--- src/rtl/seg7_pkg.sv ---
// seg7_pkg
//   Segment encoding shared by the display driver and the scan-capture receiver.
//   Patterns are active-low, bit [6] = segment a down to bit [0] = segment g.
//   Both ends import these constants so the encode and decode tables cannot drift.
package seg7_pkg;

   localparam int NUM_SEG = 7;

   typedef logic [NUM_SEG-1:0] seg_t;

   localparam seg_t SEG_0     = 7'b0000001;
   localparam seg_t SEG_1     = 7'b1001111;
   localparam seg_t SEG_2     = 7'b0010010;
   localparam seg_t SEG_3     = 7'b0000110;
   localparam seg_t SEG_4     = 7'b1001100;
   localparam seg_t SEG_5     = 7'b0100100;
   localparam seg_t SEG_6     = 7'b0100000;
   localparam seg_t SEG_7     = 7'b0001111;
   localparam seg_t SEG_8     = 7'b0000000;
   localparam seg_t SEG_9     = 7'b0000100;
   localparam seg_t SEG_A     = 7'b0001000;
   localparam seg_t SEG_B     = 7'b1100000;
   localparam seg_t SEG_C     = 7'b0110001;
   localparam seg_t SEG_D     = 7'b1000010;
   localparam seg_t SEG_E     = 7'b0110000;
   localparam seg_t SEG_F     = 7'b0111000;
   localparam seg_t SEG_BLANK = 7'b1111111;

   // Encode direction, used by the display driver.
   function automatic seg_t hex_to_seg(input logic [3:0] nibble);
      case (nibble)
         4'h0: return SEG_0;
         4'h1: return SEG_1;
         4'h2: return SEG_2;
         4'h3: return SEG_3;
         4'h4: return SEG_4;
         4'h5: return SEG_5;
         4'h6: return SEG_6;
         4'h7: return SEG_7;
         4'h8: return SEG_8;
         4'h9: return SEG_9;
         4'hA: return SEG_A;
         4'hB: return SEG_B;
         4'hC: return SEG_C;
         4'hD: return SEG_D;
         4'hE: return SEG_E;
         default: return SEG_F;
      endcase
   endfunction

endpackage

--- src/rtl/seg7_pattern_decode.sv ---
// seg7_pattern_decode
//   Combinational inverse of the segment table.
//   pattern : active-low segment pattern, [6]=a .. [0]=g
//   nibble  : decoded hex value (0 when blank or undecodable)
//   blank   : all segments off
//   err     : pattern is not one of the sixteen digit shapes and not blank
module seg7_pattern_decode
   import seg7_pkg::*;
(
   input  logic [NUM_SEG-1:0] pattern,
   output logic [3:0]         nibble,
   output logic               blank,
   output logic               err
);

   always_comb begin
      // NOTE: every output gets a default before the case so no path leaves it unassigned (no latch).
      nibble = 4'h0;
      blank  = 1'b0;
      err    = 1'b0;
      case (pattern)
         SEG_0:     nibble = 4'h0;
         SEG_1:     nibble = 4'h1;
         SEG_2:     nibble = 4'h2;
         SEG_3:     nibble = 4'h3;
         SEG_4:     nibble = 4'h4;
         SEG_5:     nibble = 4'h5;
         SEG_6:     nibble = 4'h6;
         SEG_7:     nibble = 4'h7;
         SEG_8:     nibble = 4'h8;
         SEG_9:     nibble = 4'h9;
         SEG_A:     nibble = 4'hA;
         SEG_B:     nibble = 4'hB;
         SEG_C:     nibble = 4'hC;
         SEG_D:     nibble = 4'hD;
         SEG_E:     nibble = 4'hE;
         SEG_F:     nibble = 4'hF;
         SEG_BLANK: blank  = 1'b1;
         default:   err    = 1'b1;
      endcase
   end

endmodule

--- src/rtl/seg7_scan_capture.sv ---
// seg7_scan_capture
//   Snoops a multiplexed 7-segment bus, filters each lit digit until it is
//   stable, decodes it and assembles complete frames into a parallel value.
//   clk, rst_n  : clock (rising edge), asynchronous active-low reset
//   a_to_g, dp  : active-low segments and decimal point
//   an          : active-low anodes, one-cold while a digit is lit
//   value       : last complete frame, digit i at [4i+3:4i]
//   blank_mask  : digit i was dark in the last frame
//   err_mask    : digit i held an undecodable pattern in the last frame
//   dp_mask     : digit i had its decimal point lit in the last frame
//   frame_valid : one-cycle pulse when value and masks update
//   scan_err    : sticky, more than one anode seen low at once
module seg7_scan_capture
   import seg7_pkg::*;
#(
   parameter int NUM_DIGITS    = 8,
   parameter int SETTLE_CYCLES = 4
) (
   input  logic                    clk,
   input  logic                    rst_n,
   input  logic [NUM_SEG-1:0]      a_to_g,
   input  logic [NUM_DIGITS-1:0]   an,
   input  logic                    dp,
   output logic [4*NUM_DIGITS-1:0] value,
   output logic [NUM_DIGITS-1:0]   blank_mask,
   output logic [NUM_DIGITS-1:0]   err_mask,
   output logic [NUM_DIGITS-1:0]   dp_mask,
   output logic                    frame_valid,
   output logic                    scan_err
);

   localparam int CNT_W = $clog2(SETTLE_CYCLES + 1);
   localparam logic [CNT_W-1:0] CNT_MAX     = CNT_W'(SETTLE_CYCLES);
   localparam logic [CNT_W-1:0] CNT_CAPTURE = CNT_W'(SETTLE_CYCLES - 1);

   logic [NUM_DIGITS-1:0]   an_q, an_p;
   seg_t                    seg_q, seg_p;
   logic                    dp_q, dp_p;
   logic [CNT_W-1:0]        settle_cnt;
   logic [NUM_DIGITS-1:0]   seen;
   logic [4*NUM_DIGITS-1:0] shadow_value;
   logic [NUM_DIGITS-1:0]   shadow_blank, shadow_err, shadow_dp;

   logic                    is_idle, is_lit, is_illegal, changed, capture, frame_done;
   logic [NUM_DIGITS-1:0]   cap_sel;
   logic [3:0]              dec_nibble;
   logic                    dec_blank, dec_err;

   assign is_idle    = &an_q;
   assign is_lit     = $onehot(~an_q);
   assign is_illegal = !is_idle && !is_lit;
   assign changed    = {an_q, seg_q, dp_q} != {an_p, seg_p, dp_p};
   // The count passes CNT_CAPTURE exactly once per stable period because it
   // saturates above it, so capture cannot repeat without a tuple change.
   assign capture    = is_lit && !changed && (settle_cnt == CNT_CAPTURE);
   // The one-cold anode doubles as the one-hot write select.
   assign cap_sel    = capture ? ~an_q : '0;
   assign frame_done = &seen;

   seg7_pattern_decode u_decode (
      .pattern (seg_q),
      .nibble  (dec_nibble),
      .blank   (dec_blank),
      .err     (dec_err)
   );

   // Sampling stage plus a one-sample history for change detection. Idle-high
   // reset values make the first real digit register as a change.
   always_ff @(posedge clk or negedge rst_n) begin
      if (!rst_n) begin
         an_q  <= '1;
         seg_q <= '1;
         dp_q  <= 1'b1;
         an_p  <= '1;
         seg_p <= '1;
         dp_p  <= 1'b1;
      end else begin
         // NOTE: sequential state uses non-blocking assignment so every register sees pre-edge values.
         an_q  <= an;
         seg_q <= a_to_g;
         dp_q  <= dp;
         an_p  <= an_q;
         seg_p <= seg_q;
         dp_p  <= dp_q;
      end
   end

   always_ff @(posedge clk or negedge rst_n) begin
      if (!rst_n) begin
         settle_cnt <= '0;
         scan_err   <= 1'b0;
      end else begin
         if (changed || !is_lit) begin
            settle_cnt <= '0;
         end else if (settle_cnt != CNT_MAX) begin
            settle_cnt <= settle_cnt + 1'b1;
         end
         if (is_illegal) begin
            scan_err <= 1'b1;
         end
      end
   end

   // Shadow frame. A later capture of the same digit simply overwrites it.
   always_ff @(posedge clk or negedge rst_n) begin
      if (!rst_n) begin
         // NOTE: shadow storage is reset so a discarded partial frame leaves nothing behind.
         shadow_value <= '0;
         shadow_blank <= '0;
         shadow_err   <= '0;
         shadow_dp    <= '0;
      end else begin
         for (int i = 0; i < NUM_DIGITS; i++) begin
            if (cap_sel[i]) begin
               shadow_value[4*i +: 4] <= dec_nibble;
               shadow_blank[i]        <= dec_blank;
               shadow_err[i]          <= dec_err;
               shadow_dp[i]           <= ~dp_q;
            end
         end
      end
   end

   // Frame publish. A capture landing on the publish edge starts the next
   // frame's seen set; the outputs take the pre-edge shadow.
   always_ff @(posedge clk or negedge rst_n) begin
      if (!rst_n) begin
         seen        <= '0;
         value       <= '0;
         blank_mask  <= '0;
         err_mask    <= '0;
         dp_mask     <= '0;
         frame_valid <= 1'b0;
      end else if (frame_done) begin
         seen        <= cap_sel;
         value       <= shadow_value;
         blank_mask  <= shadow_blank;
         err_mask    <= shadow_err;
         dp_mask     <= shadow_dp;
         frame_valid <= 1'b1;
      end else begin
         seen        <= seen | cap_sel;
         frame_valid <= 1'b0;
      end
   end

endmodule

--- config.mk ---
export PLATFORM = sky130hd
export DESIGN_NAME = seg7_scan_capture
export DESIGN_NICKNAME = d
export VERILOG_FILES = /design/src/rtl/seg7_pkg.sv /design/src/rtl/seg7_pattern_decode.sv /design/src/rtl/seg7_scan_capture.sv
export SDC_FILE = /design/constraint.sdc
export NUM_CORES = 1
export LEC_CHECK = 0
export ABC_AREA = 1
export CORE_ASPECT_RATIO = 1.1
export CORE_MARGIN = 1.5
export CORE_UTILIZATION = 25
export DETAILED_ROUTE_END_ITERATION = 10
export GPL_TIMING_DRIVEN = 1
export HOLD_SLACK_MARGIN = 0.08
export SYNTH_ARGS = -nofsm -noshare
export SYNTH_HDL_FRONTEND = slang
export SYNTH_HIERARCHICAL = 1
export SYNTH_SLANG_ARGS = --single-unit
export TNS_END_PERCENT = 50
--- constraint.sdc ---
create_clock -name clk -period 10.75 [get_ports clk]
set_input_delay 3.225 -clock clk [delete_from_list [all_inputs] [get_ports clk]]
set_output_delay 3.225 -clock clk [all_outputs]
set_load 0.005 [all_outputs]
* Yosys cells after proc, flatten, opt, wreduce, memory -nomap -nowiden
Index checks and enable logic that the tools add are counted.
Cells by class: add/sub/neg operators 8, reduce and logical (&&, ||, !) cells 12, eq/ne operators 20, multiplexer cells 8, bitwise gates (word level) 3
Operators with widths (number):
- case mux 4 bit (15 select lines) | 1
- equality test 7 x 6 -> 1 bit (second input constant) | 5
- equality test 7 bit (second input constant) | 5
- OR reduction 17 bit | 1
- 2-to-1 mux 8 bit | 2
- != test 16 bit | 1
- AND reduction 8 bit | 2
- equality test 7 x 3 -> 1 bit (second input constant) | 2
- equality test 7 x 4 -> 1 bit (second input constant) | 2
- adder 1 x 1 -> 2 bit | 4
- NOT 8 bit | 1
- bitwise OR 8 bit | 1
- equality test 7 x 1 -> 1 bit (second input constant) | 1
- equality test 7 x 5 -> 1 bit (second input constant) | 1
- logical NOT 7 bit | 1
- adder 2 x 2 -> 3 bit | 2
- 2-to-1 mux 3 bit | 2
- adder 3 x 3 -> 4 bit | 1
- equality test 4 x 1 -> 1 bit (second input constant) | 1
- adder 3 x 1 -> 3 bit (second input constant) | 1
- equality test 3 x 2 -> 1 bit (second input constant) | 1
- logical AND 1 bit | 3
- logical NOT 1 bit | 3
- 2-to-1 mux 1 bit | 3
- 4 further kinds | 4
Word-level totals: input port bits 18, output and inout bits 58, register bits 157, word-level logic and storage cells 97

* Logic depth before layout (Yosys ltp)
Gate-level depths: netlist of the first run.
depth after elaboration 10, mapped depth 17, gate-level depth less buffers 16

* Cells and area by module
The synthesis of the first run kept the hierarchy.
Modules (own cells, without submodules):
- seg7_scan_capture | sequential area each 3968.8 um^2, area an instance 6259.8 um^2, instances 1, cells an instance 649
- seg7_pattern_decode | sequential area each 0.0 um^2, area an instance 359.1 um^2, instances 1, cells an instance 74

* Worst setup path before layout of the first run
Ideal clock, no wire load.
path type register -> register, start point reg an_q[1], end point reg shadow_blank[0], clock period less this slack 3740 ps, setup slack 7010 ps, path buffers 2, library setup time 66 ps, arrival 3674 ps, stages on the path, launching flop included 18, cell sequence dfstp_2 -> fa_1 -> inv_1 -> fa_1 -> fa_1 -> ha_1 -> inv_1 -> fa_1 -> nand2_1 -> inv_1 -> o21ai_0 -> a21oi_1 -> nand3_2 -> nor2_4 -> buf_6 -> buf_8 -> nand4_1 -> nand2_1
On the way: word-level cells in the longest chain between the ends 8, elaborated cells between the ends (all ways) 10
Ends and longest elaborated chain:
- start, declared | RTL line seg7_scan_capture.sv:36 | logic [NUM_DIGITS-1:0] an_q, an_p;
- start signal, assigned | RTL line seg7_scan_capture.sv:79 | an_q <= an;
- NOT 8 bit | RTL line seg7_scan_capture.sv:50 | assign is_lit = $onehot(~an_q);
- adder 1 x 1 -> 2 bit (implied by the code) | RTL line seg7_scan_capture.sv:50
- adder 2 x 2 -> 3 bit (implied by the code) | RTL line seg7_scan_capture.sv:50
- adder 3 x 3 -> 4 bit (implied by the code) | RTL line seg7_scan_capture.sv:50
- equality test 4 x 1 -> 1 bit | RTL line seg7_scan_capture.sv:50
- logical AND 1 bit (*) (2 in series) | RTL line seg7_scan_capture.sv:55 | assign capture = is_lit && !changed && (settle_cnt == CNT_CAPTURE);
- 2-to-1 mux 8 bit (*) | RTL line seg7_scan_capture.sv:57 | assign cap_sel = capture ? ~an_q : '0;
- end signal, assigned by index | RTL line seg7_scan_capture.sv:116 | shadow_blank[i] <= dec_blank;
- end, declared | RTL line seg7_scan_capture.sv:42 | logic [NUM_DIGITS-1:0] shadow_blank, shadow_err, shadow_dp;
Every way passes the cells marked *; elsewhere a longest branch is shown, timed or not. A chain may end at the register's enable or synchronous reset.

* Worst setup path after layout of the first run
start point reg an_q[1], end point reg shadow_value[7]
On the way: word-level cells in the longest chain between the ends 8, elaborated cells between the ends (all ways) 10
Ends and longest elaborated chain:
- NOT 8 bit | RTL line seg7_scan_capture.sv:50, seg7_scan_capture.sv:57
- adder 1 x 1 -> 2 bit (implied by the code) | RTL line seg7_scan_capture.sv:50
- adder 2 x 2 -> 3 bit (implied by the code) | RTL line seg7_scan_capture.sv:50
- adder 3 x 3 -> 4 bit (implied by the code) | RTL line seg7_scan_capture.sv:50
- equality test 4 x 1 -> 1 bit | RTL line seg7_scan_capture.sv:50
- logical AND 1 bit (2 in series) | RTL line seg7_scan_capture.sv:55
- 2-to-1 mux 8 bit (*) | RTL line seg7_scan_capture.sv:57
- end signal, assigned by index | RTL line seg7_scan_capture.sv:115 | shadow_value[4*i +: 4] <= dec_nibble;
- end, declared | RTL line seg7_scan_capture.sv:41 | logic [4*NUM_DIGITS-1:0] shadow_value;
Marks and branches as above.

==> impl_summary.md, run 1 <==
Timing
Setup repair after global routing left no endpoint under its margin. Setup violations remaining at the end of the flow were counted as 0. Static timing analysis puts the maximum clock frequency at between 200 and 250 MHz.

In the final timing run, aggregate negative setup slack is 0 ns. For the pin with the worst max-slew slack, the measured transition is 0.913 ns. Of the available clock period, the critical path in the final layout requires 43.8%. The shortest period the worst path allows is between 4 and 5 ns. The final count of hold timing violations is 0. The worst pin sits at a relative slew slack of 39.1%. The worst clock skew is roughly 0.0066 ns. The max-slew violation count is 0.

GRT
Entering global routing, the biggest net connects 84 pins. The global-route wire length before repair is about 26 mm. Global routing used 12.0% of the available tracks across all layers. After global routing the overflow that remains totals 0. The via count of the first global-routing pass was 4733. The initial antenna violation count is 0.

Floorplan
The horizontal die dimension is 158 um. The full die area is about 27000 um^2. The die height is ~170 um.

The number of standard-cell rows in the floorplan is 62. The initial utilization of the core area, before any placement, comes to 25.4%. In this run the count of I/O pins placed on the die edge is 76. The core region is between 20000 and 30000 um^2.

Drt
After the first detailed-routing iteration, the DRC count stood at 307. After detailed routing, the number of remaining DRC violations is 0. The first detailed-routing pass ran for 5 iterations.

The total detailed-routing wirelength is about 16 mm. In the final routed layout, each cell accounts on average for approximately 14 um. In the routed layout, each cell is associated on average with a via count of 4.28. Once detail routing completed, the nets flagged for antenna violations numbered 0. The routed via count is 4936.

Logic synthesis
The cell taking the most area after synthesis is sky130_fd_sc_hd__dfrtp_1. The number of storage elements in the synthesis netlist is 157. After synthesis, the largest area contributor takes up 47.3% of total cell area. In this run the mean area of a mapped cell was 9.15 um^2. The number of synthesized flops with an enable pin is 0.

For this run, asynchronously set or reset flops after synthesis account for 100%. During synthesis, Yosys emitted a total of 6 warnings. The number of library cell types mapped by synthesis is 29. Summing every instance area after synthesis gives 6620 um^2. Yosys attributes the largest share of cell area to sky130_fd_sc_hd__dfrtp_1 (47%), sky130_fd_sc_hd__nand2_1 (19%), sky130_fd_sc_hd__dfstp_2 (13%), sky130_fd_sc_hd__nand4_1 (5.9%), sky130_fd_sc_hd__inv_1 (2.2%). The register area share after synthesis is 60.0%. The most used flip-flop cell after synthesis is sky130_fd_sc_hd__dfrtp_1. Synthesis produced a netlist whose cell count is 723. The number of nets produced by synthesis is 752.

Cells and area
The post-route netlist has roughly an eighth of its cells at a drive strength greater than 1. The largest registers in the layout are shadow_value (32), value (32). The top cell types in the final layout, fill and taps aside, are sky130_fd_sc_hd__nand2_1 (330), sky130_fd_sc_hd__dfrtp_1 (125), sky130_fd_sc_hd__clkdlybuf4s50_1 (74).

The signed area change from the synthesized netlist to the final layout is 25.0%. The finished cells cover 8280 um^2. The filler cells instantiated in the layout total between 2000 and 3000. 0 antenna diodes ended up in the layout.

The commonest non-fill, non-tap cell in the layout is sky130_fd_sc_hd__nand2_1. For this run, the number of standard cells in the final layout without fillers is ~1200. The total number of nets in the final design is 818.

Hold path
The worst hold path begins at an_q[5]. The number of instances on the worst hold path is 0. The worst hold path class is reg -> reg. The endpoint of the worst hold path is an_p[5].

Placed design
Counting tap cells, the placed design contains a total of roughly 1100 instances. The routability-driven placement congestion ratio is between 0.8 and 0.9. Detailed placement finished with a half-perimeter wire length of 10.2 mm.

The count of buffers added on input and output ports is 75. The total cell area at the placement stage is approximately 7700 um^2.

Worst setup path
The count of cells along the worst register-to-register path is 17. The arrival time of the worst setup path is between 5 and 6 ns. For the worst setup path, the data required time is 11.05 ns. The endpoint class of the critical path is a flip-flop. The type of element launching the critical path is a flip-flop. The category of the most critical setup path is reg -> reg.

The end of the worst register-to-register path is shadow_value[7]. The critical register-to-register path startpoint is an_q[1]. In this run the register-to-register setup slack is 6.04 ns. The maximum fanout encountered on the critical timing path is 64.

Power and ir drop
IR analysis of the VDD net gives a maximum drop of 131 uV. For this design the static power due to leakage is 4.14 nW. The cell area power density is 154 nW/um^2.

Clock tree
Clock-pin slew was measured on the worst setup and hold paths at 0.06 ns. The clock latency of the later-clocked register in the worst-skew pair is between 0.4 and 0.5 ns. The clock tree from TritonCTS is yes. The H-tree was split into 4 levels. In this run the deepest clock path goes through 2 buffers. Gates resized during post-CTS repair numbered 0. The number of buffers inserted by post-CTS setup repair is 0.

For this design, the sink count on the clock tree is roughly 160. The root buffer cell chosen for the clock tree is sky130_fd_sc_hd__clkbuf_16. In this run, post-CTS hold repair placed 0 buffers. Counting the buffers created by CTS gives 17.

Job
Max-cap violations in this run came to 0.

Outcome
The run finished with clean final reports.
worst max-delay path by stage:
stage / endpoint / depth (start not counted) / start
3_5_place_dp: shadow_dp[7] / 2 / rst_n
5_1_grt: shadow_value[14] / 17 / an_q[1]
2_1_floorplan: shadow_blank[0] / 17 / an_q[1]
6_report: shadow_value[7] / 17 / an_q[1]
3_3_place_gp: seen[3] / 2 / rst_n
4_1_cts: shadow_value[7] / 17 / an_q[1]
critical path, cell delays in order, from the launching register on:
cell,delay (ns)
sky130_fd_sc_hd__dfstp_2,0.59
sky130_fd_sc_hd__fa_1,0.42
sky130_fd_sc_hd__inv_1,0.08
sky130_fd_sc_hd__fa_1,0.42
sky130_fd_sc_hd__fa_1,0.50
sky130_fd_sc_hd__ha_1,0.16
sky130_fd_sc_hd__inv_1,0.05
sky130_fd_sc_hd__fa_1,0.48
sky130_fd_sc_hd__nand2_1,0.05
sky130_fd_sc_hd__inv_1,0.04
sky130_fd_sc_hd__o21ai_0,0.07
sky130_fd_sc_hd__a21oi_1,0.19
sky130_fd_sc_hd__nand3_2,0.17
sky130_fd_sc_hd__nor2_4,0.10
sky130_fd_sc_hd__buf_4,0.51
sky130_fd_sc_hd__nand3_1,0.48
sky130_fd_sc_hd__nand2_1,0.17
sky130_fd_sc_hd__nand2_1,0.07
kinds of logic after synthesis:
family          Yosys count  share of synthesized area [%]
buf+inv                  83                           5.61
flops                   157                           60.0
xor+xnor                 11                           1.46
fa+ha+maj                11                           2.53
simple gates            445                           29.1
compound gates           16                           1.32
layer usage:
layer  part of all wire, %  routed length (um)  vias up  track usage [%]
met3                   4.1                 650       18             2.03
li1                      -                   -     2434                -
met5                     0                   0        -                0
met1                    47                7390     2355             16.6
met4                   1.1                 177        0             3.62
met2                    48                7450      129             19.0
synth_stat cells (3+ instances only):
cell / count
sky130_fd_sc_hd__buf_2: 5
sky130_fd_sc_hd__nor2_2: 5
sky130_fd_sc_hd__inv_2: 8
sky130_fd_sc_hd__nand3_1: 12
sky130_fd_sc_hd__nand4_1: 62
sky130_fd_sc_hd__o21ai_0: 10
sky130_fd_sc_hd__a21oi_1: 3
sky130_fd_sc_hd__nand2_2: 4
sky130_fd_sc_hd__fa_1: 4
sky130_fd_sc_hd__nor2_1: 18
sky130_fd_sc_hd__nand3_2: 4
sky130_fd_sc_hd__dfstp_2: 32
sky130_fd_sc_hd__nor4_1: 4
sky130_fd_sc_hd__clkbuf_1: 22
sky130_fd_sc_hd__ha_1: 7
sky130_fd_sc_hd__inv_1: 39
sky130_fd_sc_hd__buf_8: 4
sky130_fd_sc_hd__xnor2_1: 11
sky130_fd_sc_hd__dfrtp_1: 125
sky130_fd_sc_hd__nand2_1: 331
area by class of cell:
class | instances | area, um^2 | area share [%]
Sequential cell | 157 | 3970 | 48.0
Multi-Input combinational cell | 483 | 2280 | 27.6
Timing Repair Buffer | 80 | 790 | 9.54
Clock buffer | 21 | 470 | 5.68
Tap cell | 352 | 440 | 5.32
Inverter | 50 | 189 | 2.28
Clock inverter | 11 | 134 | 1.62
power breakdown:
part           internal, mW  switching (mW)
Sequential            0.602         0.00759
Clock                 0.363           0.245
Combinational        0.0196          0.0385
Total                 0.985           0.291
through the flow:
step	util, %	total power, mW	setup slack [ns]	hold WS, ns
6_report	31.7	1.28	6.04	0.384
5_1_grt	31.7	1.32	5.70	0.389
4_1_cts	31.7	1.29	6.05	0.385
3_5_place_dp	29.4	0.679	5.93	0.378
3_3_place_gp	29.4	0.677	5.97	0.374
2_1_floorplan	-	0.650	7.01	0.361
(Power assumes the default switching activity.)
==> run 2: changes to the inputs <==
==> constraint.sdc (replaced) <==
create_clock -name clk -period 4.8 [get_ports clk]
set_input_delay 1.44 -clock clk [delete_from_list [all_inputs] [get_ports clk]]
set_output_delay 1.44 -clock clk [all_outputs]
set_load 0.005 [all_outputs]
==> impl_summary.md, run 2 (synthesis gave the netlist of run 1 again) <==
Cells and area
The signed area change from the synthesized netlist to the final layout is 26.0%. The share of layout cells above drive strength 1 was 12.5% (+0.42 points). In the layout the commonest cells are sky130_fd_sc_hd__nand2_1 (330), sky130_fd_sc_hd__dfrtp_1 (125), sky130_fd_sc_hd__clkdlybuf4s50_1 (74). The library cell used most frequently in the layout, excluding fill and tap cells, is sky130_fd_sc_hd__nand2_1.

The total number of nets in the final design is 823 (+0.61%). The number of antenna cells inserted is 0 (unchanged). The largest registers in the layout are shadow_value (32), value (32). The utilization after layout is 32.0% (+0.24 points).

GRT
The fraction of met3 tracks used by global routing is 2.78% (+0.75 points). The met1 track demand over resource in global routing is 16.2% (-0.45 points). The initial antenna violation count was 0 (unchanged). In this run the most used layer during global routing was met2. The global route total overflow came to 0 (unchanged). The via count of the first global-routing pass was 4902 (+3.6%). The global-route track usage on met2 is 19.3% (+0.29 points).

The global-route wire length before repair is 25.6 mm (about the same). The total global-route track usage was 12.1% (+0.12 points). The largest net degree at the start of global routing came to 89 (+6.0%).

Timing
The achievable frequency is 228 MHz (+7.5%). The fraction of the cycle the final worst path needs is 91.3% (+47 points). The remaining max-slew budget at the tightest pin is 45.3% (+6.2 points). Setup repair after global routing left no endpoint under its margin. The max-slew violation count came to 0 (unchanged). The shortest period the worst path allows is 4.38 ns (-0.327 ns). The worst clock skew is 0.00839 ns (+0.00177 ns). The measured slew at the worst slew-check pin came to 0.820 ns (-0.0931 ns). The final setup violation count is 0 (unchanged).

The final count of hold timing violations is 0 (unchanged). The sum of negative setup slack came to 0 ns (unchanged).

Drt
The count of nets left with antenna violations after detail routing is 0 (unchanged). The post-detailed-route via-to-cell ratio is 4.25 (-0.59%). The per-cell routed wire length is 13.4 um (-1.4%). The DRC violation count after routing came to 0 (unchanged). The routed via count came to 4928 (-0.16%). The total detailed-routing wirelength is 15.5 mm (-0.96%). The DRC marker count from the first detailed-route iteration is 365 (+19%).

The first-pass detailed-route iteration total was 5 (unchanged).

Worst setup path
The worst setup path is captured at a flip-flop. The category of the most critical setup path is reg -> reg. The maximum fanout encountered on the critical timing path came to 22 (-66%).

The count of cells along the worst register-to-register path is 16 (-1). The arrival time of the worst setup path came to 4.69 ns (-0.32 ns). The type of element launching the critical path is a flip-flop. The required time at the worst-slack endpoint was 5.11 ns (-5.94 ns).

Placed design
The count of input and output buffers was 75 (unchanged). The half-perimeter wire length of the detailed placement result was 10.8 mm (+5.3%). The routability-driven placement congestion ratio is 0.818 (+2.0%).

Power and ir drop
The fraction of power spent switching nets came to 22.5% (-0.31 points). The static leakage is 4.18 nW (+1.1%). The cell area power density is 348 nW/um^2 (+130%). The sequential share of power is 47.0% (-0.8 points). The net switching power of the design was 654 uW (+120%).

The internal power component was 2.25 mW (+130%). The highest ir drop seen on vdd came to 208 uV (+59%). The power share of the combinational group was 4.6% (about the same). The clock share of power is 48.4% (+0.7 points).

Floorplan
The standard cell core area is 26100 um^2 (unchanged). The effective utilization at floorplan came to 25.4% (unchanged). The total I/O pin count came to 76 (unchanged).

The full die area came to 27500 um^2 (unchanged). The die height is 174 um (unchanged). The horizontal die dimension came to 158 um (unchanged). The number of standard-cell rows in the floorplan came to 62 (unchanged).

Clock tree
The number of buffers inserted by post-CTS setup repair is 0 (unchanged). The count of hold buffers inserted by post-cts repair was 0 (unchanged). The buffer depth of the longest clock path is 2 (unchanged). The register clock-pin slew on the reported worst setup and hold paths is 0.06 ns (about the same). The number of clock sinks is 157 (unchanged). The post-cts resize count came to 0 (unchanged). The clock latency of the later-clocked register in the worst-skew pair is 0.42 ns (about the same). The H-tree depth reported by CTS is 4 (unchanged). TritonCTS built the clock tree. The clock buffer count from CTS came to 17 (unchanged). The root buffer cell is sky130_fd_sc_hd__clkbuf_16.

Hold path
The tightest min-delay check is of the reg -> reg type. The number of instances on the worst hold path came to 0 (unchanged).

Outcome
The run finished with clean final reports.

Job
The max-capacitance violation count came to 0 (unchanged).
==> run 2: cell types whose count changed in the layout (fill, tap and decap cells not counted), sizes merged <==
cell / previous run / this run
buf: 6 / 11
bufinv: 2 / 3
clkinv: 7 / 6
clkinvlp: 4 / 2
inv: 48 / 50
==> run 2: cell type report <==
class                      count  area, um^2
fill                        2767       17700
sequential                   157        3970
multi-input combinational    483        2280
timing repair buffer          85         840
clock buffer                  21         460
tap                          352         440
inverter                      50         189
clock inverter                11         155
==> run 2: routing by layer <==
metal	part of all wire, %	routed length [um]
met5	0	0
met4	0.97	150
met3	4.1	640
met2	48	7400
met1	47	7330
==> run 2: power groups by stage <==
stage / clock network [mW] / registers (mW) / logic [mW]
after floorplan: 0 / 1.38 / 0.0704
after global placement: 0 / 1.39 / 0.132
after detailed placement: 0 / 1.39 / 0.135
after CTS: 1.44 / 1.36 / 0.136
after global routing: 1.49 / 1.37 / 0.154
final: 1.41 / 1.36 / 0.133
==> run 2: final timing paths <==
| check | start | to | slack, ns |
|---|---|---|---|
| setup / recovery | an_q[1] | shadow_blank[0] | 0.42 |
| hold / removal | an_q[5] | an_p[5] | 0.37 |
| setup reg to reg | an_q[1] | shadow_blank[0] | 0.42 |
| hold reg to reg | an_q[5] | an_p[5] | 0.37 |
| max in group asynchronous | rst_n | value[16] | 2.85 |
| min in group asynchronous | rst_n | value[0] | 1.11 |
==> run 2: per-stage QoR <==
step	cells	worst slack, ns	total power [mW]	instance area, um^2	hold slack, ns
6_report	1159	0.419	2.90	8340	0.373
5_1_grt	1159	0.0760	3.01	8340	0.383
4_1_cts	1159	0.396	2.94	8340	0.376
3_5_place_dp	1127	0.404	1.52	7720	0.371
3_3_place_gp	1127	0.501	1.52	7720	0.370
2_1_floorplan	723	1.06	1.46	6620	0.361
==> run 2: critical path, stage by stage, from the launching register on <==
cell and delay, ns:
sky130_fd_sc_hd__dfstp_2 0.59, sky130_fd_sc_hd__fa_1 0.43, sky130_fd_sc_hd__inv_1 0.08, sky130_fd_sc_hd__fa_1 0.42, sky130_fd_sc_hd__fa_1 0.49, sky130_fd_sc_hd__ha_1 0.16, sky130_fd_sc_hd__inv_1 0.05, sky130_fd_sc_hd__fa_1 0.47
sky130_fd_sc_hd__nand2_1 0.05, sky130_fd_sc_hd__inv_1 0.04, sky130_fd_sc_hd__o21ai_0 0.06, sky130_fd_sc_hd__a21oi_1 0.20, sky130_fd_sc_hd__nand3_2 0.18, sky130_fd_sc_hd__nor2_4 0.40, sky130_fd_sc_hd__nand3_1 0.42, sky130_fd_sc_hd__nand2_1 0.17
sky130_fd_sc_hd__nand2_1 0.06
==> run 3: changes to the inputs <==
--- a/config.mk
+++ b/config.mk
@@ -6,6 +6,7 @@
 export NUM_CORES = 1
 export LEC_CHECK = 0
 export ABC_AREA = 1
+export ABC_CLOCK_PERIOD_IN_PS = 4800
 export CORE_ASPECT_RATIO = 1.1
 export CORE_MARGIN = 1.5
 export CORE_UTILIZATION = 25
==> results of run 3 <==
No change in the layout: final DEF, timing and power equal those of run 2.
